$ cat config.mk
export PLATFORM = sky130hd
export DESIGN_NAME = riscv_alu_tag_pipe
export DESIGN_NICKNAME = d
export VERILOG_FILES = /design/src/rtl/riscv_alu_tag_pipe_pkg.sv /design/src/rtl/riscv_alu_tag_pipe_policy.sv /design/src/rtl/riscv_alu_tag_pipe.sv
export SDC_FILE = /design/constraint.sdc
export NUM_CORES = 1
export LEC_CHECK = 0
export CAP_MARGIN = 0
export CORE_ASPECT_RATIO = 0.7
export CORE_UTILIZATION = 41
export DETAILED_ROUTE_END_ITERATION = 8
export PLACE_DENSITY = 0.74
export SLEW_MARGIN = 20
export SYNTH_ARGS = -nofsm -noshare
export SYNTH_HDL_FRONTEND = slang
export SYNTH_SLANG_ARGS = --single-unit
$ cat constraint.sdc
create_clock -name clk -period 2.85 [get_ports clk]
set_clock_uncertainty 0.2 [all_clocks]
set_input_delay 0.57 -clock clk [delete_from_list [all_inputs] [get_ports clk]]
set_output_delay 0.57 -clock clk [all_outputs]
set_load 0.01 [all_outputs]
$ cat src/rtl/riscv_alu_tag_pipe_pkg.sv
// Shared tag-ALU definitions: propagation mode encodings from the Tag Propagation Register.
package riscv_alu_tag_pipe_pkg;

  localparam int unsigned ALU_MODE_WIDTH = 3;

  // Original encodings keep their values; XOR and SET take the next free codes, 6 and 7 stay undefined.
  typedef enum logic [ALU_MODE_WIDTH-1:0] {
    ALU_MODE_OLD   = 3'd0,
    ALU_MODE_AND   = 3'd1,
    ALU_MODE_OR    = 3'd2,
    ALU_MODE_CLEAR = 3'd3,
    ALU_MODE_XOR   = 3'd4,
    ALU_MODE_SET   = 3'd5
  } alu_mode_e;

endpackage

$ cat src/rtl/riscv_alu_tag_pipe_policy.sv
// Combinational tag propagation and tag-check policy: maps mode and source tags to the
// destination tag, write enables and a violation indication.
module riscv_tag_policy
  import riscv_alu_tag_pipe_pkg::*;
#(
  parameter int unsigned TAG_WIDTH = 4
) (
  input  logic [ALU_MODE_WIDTH-1:0] operator_i,
  input  logic [TAG_WIDTH-1:0]      operand_a_i,
  input  logic [TAG_WIDTH-1:0]      operand_b_i,
  input  logic                      check_en_i,
  input  logic [TAG_WIDTH-1:0]      check_mask_i,
  output logic [TAG_WIDTH-1:0]      result_o,
  output logic                      rf_enable_o,
  output logic                      pc_enable_o,
  output logic                      viol_o
);

  logic active;

  always_comb begin
    result_o = '0;
    active   = 1'b1;
    case (operator_i)
      ALU_MODE_AND:   result_o = operand_a_i & operand_b_i;
      ALU_MODE_OR:    result_o = operand_a_i | operand_b_i;
      ALU_MODE_XOR:   result_o = operand_a_i ^ operand_b_i;
      ALU_MODE_CLEAR: result_o = '0;
      ALU_MODE_SET:   result_o = '1;
      // OLD and every undefined code: no propagation, no write-back, never a violation.
      default:        active   = 1'b0;
    endcase
  end

  assign rf_enable_o = active;
  assign pc_enable_o = active;
  assign viol_o      = active & check_en_i & (|(result_o & check_mask_i));

endmodule

$ cat src/rtl/riscv_alu_tag_pipe.sv
// EX-stage tag ALU: one registered output stage with stall hold, plus a sticky violation
// flag and a saturating violation counter.
module riscv_alu_tag_pipe
  import riscv_alu_tag_pipe_pkg::*;
#(
  parameter int unsigned TAG_WIDTH      = 4,
  parameter int unsigned VIOL_CNT_WIDTH = 8
) (
  input  logic                      clk,
  input  logic                      rst_n,
  input  logic                      en_i,
  input  logic                      stall_i,
  input  logic [ALU_MODE_WIDTH-1:0] operator_i,
  input  logic [TAG_WIDTH-1:0]      operand_a_i,
  input  logic [TAG_WIDTH-1:0]      operand_b_i,
  input  logic                      check_en_i,
  input  logic [TAG_WIDTH-1:0]      check_mask_i,
  input  logic                      clear_viol_i,
  output logic                      valid_o,
  output logic [TAG_WIDTH-1:0]      result_o,
  output logic                      rf_enable_tag_o,
  output logic                      pc_enable_tag_o,
  output logic                      violation_o,
  output logic                      viol_sticky_o,
  output logic [VIOL_CNT_WIDTH-1:0] viol_count_o
);

  logic [TAG_WIDTH-1:0]      res_c;
  logic                      rf_en_c, pc_en_c, viol_c;
  logic                      accept, accept_viol;

  logic                      valid_q, valid_d;
  logic [TAG_WIDTH-1:0]      result_q, result_d;
  logic                      rf_en_q, rf_en_d;
  logic                      pc_en_q, pc_en_d;
  logic                      viol_q, viol_d;
  logic                      sticky_q, sticky_d;
  logic [VIOL_CNT_WIDTH-1:0] count_q, count_d;

  riscv_tag_policy #(
    .TAG_WIDTH (TAG_WIDTH)
  ) u_policy (
    .operator_i   (operator_i),
    .operand_a_i  (operand_a_i),
    .operand_b_i  (operand_b_i),
    .check_en_i   (check_en_i),
    .check_mask_i (check_mask_i),
    .result_o     (res_c),
    .rf_enable_o  (rf_en_c),
    .pc_enable_o  (pc_en_c),
    .viol_o       (viol_c)
  );

  assign accept      = en_i & ~stall_i;
  assign accept_viol = accept & viol_c;

  always_comb begin
    valid_d  = valid_q;
    result_d = result_q;
    rf_en_d  = rf_en_q;
    pc_en_d  = pc_en_q;
    viol_d   = viol_q;
    sticky_d = sticky_q;
    count_d  = count_q;

    if (!stall_i) begin
      valid_d = en_i;
      rf_en_d = en_i & rf_en_c;
      pc_en_d = en_i & pc_en_c;
      viol_d  = en_i & viol_c;
      if (en_i) result_d = res_c;
    end

    // A violation accepted in the same cycle as a clear survives it as the first new count.
    if (accept_viol) begin
      sticky_d = 1'b1;
      if (clear_viol_i)      count_d = VIOL_CNT_WIDTH'(1);
      else if (count_q != '1) count_d = count_q + 1'b1;
    end else if (clear_viol_i) begin
      sticky_d = 1'b0;
      count_d  = '0;
    end
  end

  always_ff @(posedge clk) begin
    if (!rst_n) begin
      valid_q  <= 1'b0;
      result_q <= '0;
      rf_en_q  <= 1'b0;
      pc_en_q  <= 1'b0;
      viol_q   <= 1'b0;
      sticky_q <= 1'b0;
      count_q  <= '0;
    end else begin
      valid_q  <= valid_d;
      result_q <= result_d;
      rf_en_q  <= rf_en_d;
      pc_en_q  <= pc_en_d;
      viol_q   <= viol_d;
      sticky_q <= sticky_d;
      count_q  <= count_d;
    end
  end

  assign valid_o         = valid_q;
  assign result_o        = result_q;
  assign rf_enable_tag_o = rf_en_q;
  assign pc_enable_tag_o = pc_en_q;
  assign violation_o     = viol_q;
  assign viol_sticky_o   = sticky_q;
  assign viol_count_o    = count_q;

endmodule

-- After elaboration in Yosys (flattened, before gate mapping)
Cells that the tools add are included.
- flip-flop bits (word level): 16
- input bits: 21
- output and inout bits: 17
- word-level logic and storage cells: 38
- add/subtract/negate cells: 1
- eq/ne operators: 6
- multiplexer cells: 8
- bitwise gates (word level): 11
- reduce and logical (&&, ||, !) cells: 6
- operators with widths (operator ; number):
    $mux W8 ; 4
    $pmux W4 S4 ; 1
    $add A8 B1 Y8 const B ; 1
    $and A4 B4 Y4 ; 2
    $ne A8 B8 Y1 const B ; 1
    $and A1 B1 Y1 ; 6
    $eq A3 B2 Y1 const B ; 2
    $eq A3 B3 Y1 const B ; 2
    $reduce_or A5 Y1 ; 1
    $or A4 B4 Y4 ; 1
    $reduce_and A2 Y1 ; 2
    $reduce_bool A2 Y1 ; 2
    $reduce_or A4 Y1 ; 1
    $xor A4 B4 Y4 ; 1
    $eq A3 B1 Y1 const B ; 1
    $mux W1 ; 3
    $not A1 Y1 ; 1

-- Longest topological paths before layout
- word-level depth: 8
- mapped depth: 9
- mapped depth without buffers: 8

-- By module
A second synthesis with hierarchy kept.
- cell total of the unflattened synthesis: 124
- area total of the unflattened synthesis: 1129.8 um^2
- by module, submodules not included (module ; instances ; cells an instance ; area an instance (um^2) ; sequential area each (um^2)):
    riscv_alu_tag_pipe ; 1 ; 82 ; 784.5 ; 340.3
    riscv_tag_policy ; 1 ; 42 ; 345.3 ; 0.0

-- Worst setup path before layout
OpenSTA, ideal clock, no wires.
- path type: in2reg
- start: input port operand_a_i[2]
- end: register count_q[3] (netlist: viol_count_o[3])
- setup time: 0.116 ns
- arrival: 2.057 ns
- required time: 2.534 ns
- slack: 0.477 ns
- stages: 9
- path buffers: 1
- path through: inv_1 -> ha_1 -> or4b_1 -> o211ai_2 -> a22oi_2 -> a21oi_4 -> buf_6 -> a31oi_1 -> a41o_1
- longest elaborated chain between the ends: 8
- elaborated cells between the ends (all ways): 11
- those cells by class: 2 x mux; 6 x bitwise; 3 x reduce/logical
- RTL lines (element ; line ; text):
    start: declaration ; riscv_alu_tag_pipe.sv:14 ; input logic [TAG_WIDTH-1:0] operand_a_i,
    $xor A4 B4 Y4 (tied with other cells) ; riscv_alu_tag_pipe_policy.sv:27 ; ALU_MODE_XOR: result_o = operand_a_i ^ operand_b_i;
    $pmux W4 S4 * ; riscv_alu_tag_pipe_policy.sv:24 ; case (operator_i)
    $and A4 B4 Y4 * ; riscv_alu_tag_pipe_policy.sv:37 ; assign viol_o = active & check_en_i & (|(result_o & check_mask_i));
    $reduce_or A4 Y1 * ; riscv_alu_tag_pipe_policy.sv:37 ;
    $and A1 B1 Y1 * ; riscv_alu_tag_pipe_policy.sv:37 ;
    $and A1 B1 Y1 * ; riscv_alu_tag_pipe.sv:55 ; assign accept_viol = accept & viol_c;
    $reduce_bool A2 Y1 (no line) ; -- ;
    $reduce_and A2 Y1 (no line) ; -- ;
    end signal: assignment ; riscv_alu_tag_pipe.sv:101 ; count_q <= count_d;
    end: declaration ; riscv_alu_tag_pipe.sv:38 ; logic [VIOL_CNT_WIDTH-1:0] count_q, count_d;
Every way passes the cells marked *; elsewhere a longest branch is shown, timed or not.
A chain may end at the register's enable or synchronous reset.

-- Worst setup path in the final report
- start: input port operand_a_i[1]
- end: register count_q[2] (netlist: viol_count_o[2])
Same word-level chain as after synthesis.

==> metrics <==
slew of the pin with the lowest slew margin between 0.5 and 0.6 ns; Setup crit start kind input port; first-pass GRT wire length 4380 µm; worst slew margin relative to its limit 0.631; clock tree from TritonCTS yes; Avg Inst Size Synth 8.80 µm²; RD Place Congestion 0.892; Area growth syn-to-layout 46.0%; final instance area 0.00158 mm²; Pre-antenna DRT Iters 4; final count of negative-setup-slack endpoints 0; antenna diode count 0; die extent in y 45.0 µm; post-detailed-route wirelength per cell roughly 13 µm; slowest stage cell, crit path sky130_fd_sc_hd__clkdlybuf4s50_1; most instantiated library cell after synthesis sky130_fd_sc_hd__dfxtp_1; post-DP HPWL 2090 µm; top cells by area in the synthesized netlist sky130_fd_sc_hd__dfxtp_1 (30%), sky130_fd_sc_hd__ha_1 (10%), sky130_fd_sc_hd__nor2b_1 (5.8%); number of port buffers 37; initial drt markers 25; Site Rows 15; starting density of the core 0.437; die outline area 0.00285 mm²; Mapped Cells 123; post-synthesis async set-or-reset flop share 0; CTS sink count 16; ys flop type sky130_fd_sc_hd__dfxtp_1; buffering stage count on the worst path with inverters included 2; CP cell instances clkdlybuf4s50_1 -> inv_1 -> ha_1 -> or4b_1 -> o211ai_1 -> a22oi_2 -> a21oi_4 -> a311oi_1 -> a41o_1; clock tree buffer depth 2; portion of the clock cycle consumed by the worst path in the final layout 0.944; total via count in the routed design 1076; path category of the worst min-delay check reg2reg; remaining global-route overflow 0; via count of the first global-routing pass 990; worst setup path category in2reg; number of cells upsized or downsized after cts 0; largest net degree at the start of global routing 12; filler cell count in the final layout around 240; result of the run finished, final reports clean; Worst Path Max Fanout 9; critical path capture point type flip-flop; Arrival @ worst endpoint 2.64 ns; Achievable Freq approximately 370 MHz; family with the most delay on the worst path compound AO/OA/AOI/OAI gates; routed wire length 2590 µm; net count after synthesis 153; GRT Overall Usage 0.202; count of distinct cell types in the synthesized netlist 34; Commonest cells post-synth sky130_fd_sc_hd__dfxtp_1 (16), sky130_fd_sc_hd__inv_1 (11), sky130_fd_sc_hd__nor2b_1 (10), sky130_fd_sc_hd__ha_1 (9); H-tree depth reported by CTS 1; proportion of layout cells with a drive suffix above 1 0.114; maximum vdd drop approximately 0.00023 V; number of vias per cell 5.35; Yosys warning count 0; clock root buffer sky130_fd_sc_hd__clkbuf_8; # Post-CTS Setup Buffers 0; number of pins exceeding their max-slew limit in the final report 0; standard cell area after detailed placement between 0.0015 and 0.002 mm²; minimum period implied by the final worst setup slack 2.69 ns; IO Count 38; unrepaired setup endpoints after global routing no; area share of the leading cell type in the synthesized netlist 0.296; CTS Hold Buffers Added 0; Data required, critical path around 2.8 ns; antenna-violating nets left 0; die outline width 63.4 µm; cts bufs inserted 3; pre-CTS setup slack -0.111 ns; maximum single-stage delay on the critical path 0.48 ns; insertion delay to the later sink of the worst-skew pair between 0.2 and 0.3 ns; clock-pin slew of the registers on the worst-case setup and hold paths about 0.070 ns; maximum capacitance violations 0; register bit count reported by yosys 16; Post-layout nets roughly 200; Core Area 0.00248 mm²; power density over cell area 354 mW/mm²; Final Hold Vio Count 0; min setup slack post-route 0.161 ns; Leak between 0.0006 and 0.0007 µW; post-synthesis cell area approximately 0.0011 mm²; Residual DRC 0; part of the Yosys area used for sequential elements 0.296; cell taking the most area after synthesis sky130_fd_sc_hd__dfxtp_1; sum of negative setup slack 0 ns; initial antenna violation count 0; number of synthesized flops with an enable pin 0
-- tightest hold or removal path, delay by kind of cell, from the launching register on --
family           cells  cell delay (ns)
flip-flops           1             0.33
AND/OR/NAND/NOR      1             0.06
multiplexers         1             0.06
-- logic make-up after synthesis --
family | Yosys count | share of synthesized area
simple gates | 50 | 0.268
compound gates | 25 | 0.203
flops | 16 | 0.296
fa+ha+maj | 9 | 0.104
buf+inv | 17 | 0.0728
mux | 6 | 0.0555
-- registers in the layout (all words and copies together), names as in the netlist --
name and flops:
violation_o 1, pc_enable_tag_o 1, viol_count_o 8, result_o 4, viol_sticky_o 1, valid_o 1
-- layout make-up --
| cell class | count | area [µm²] | share of cell area |
|---|---|---|---|
| Timing Repair Buffer | 46 | 438 | 0.277 |
| Inverter | 11 | 41.3 | 0.0261 |
| Multi-Input combinational cell | 90 | 683 | 0.432 |
| Clock buffer | 4 | 55.1 | 0.0348 |
| Tap cell | 34 | 42.5 | 0.0269 |
| Sequential cell | 16 | 320 | 0.203 |
-- per-stage QoR --
stage	hold slack, ns	total power, µW	utilization	cells
floorplan	0.298	296	-	123
global placement	0.266	354	0.616	197
detailed placement	0.301	358	0.616	197
CTS	0.310	565	0.638	201
global route	0.336	586	0.638	201
finish	0.298	560	0.638	201
-- final timing paths --
| path | endpoint | slack, ns | start | depth (start not counted) |
|---|---|---|---|---|
| worst max register to register | viol_count_o[0] | 0.88 | viol_count_o[3] | 5 |
| worst min register to register | viol_count_o[5] | 0.30 | viol_count_o[5] | 2 |
| worst max-delay path | viol_count_o[2] | 0.16 | operand_a_i[1] | 9 |
| worst min-delay path | viol_count_o[5] | 0.30 | viol_count_o[5] | 2 |
-- placed cells by master, fill, tap and decap left out, drive strengths merged, types with 4 or more instances in the layout --
master         count
clkdlybuf4s50     37
o211ai             4
clkbuf             4
nand4              4
mux2i              6
inv               11
buf                9
ha                 9
a41o               4
or4b               4
nand2              8
a21oi              6
nor2               8
nor2b             10
dfxtp             16
nand3b             4
-- per-layer routing --
layer,track usage,routed length [µm]
met3,0.0505,92
met5,0,0
met1,0.255,1310
met2,0.340,1160
met4,0.0773,27
-- report_power, final --
| group | switching [µW] | total [µW] | internal [µW] |
|---|---|---|---|
| Clock | 84.0 | 207 | 123 |
| Combinational | 52.6 | 121 | 68.1 |
| Sequential | 3.10 | 232 | 229 |
| Total | 140 | 560 | 420 |
Power figures use the tool's default switching activity.
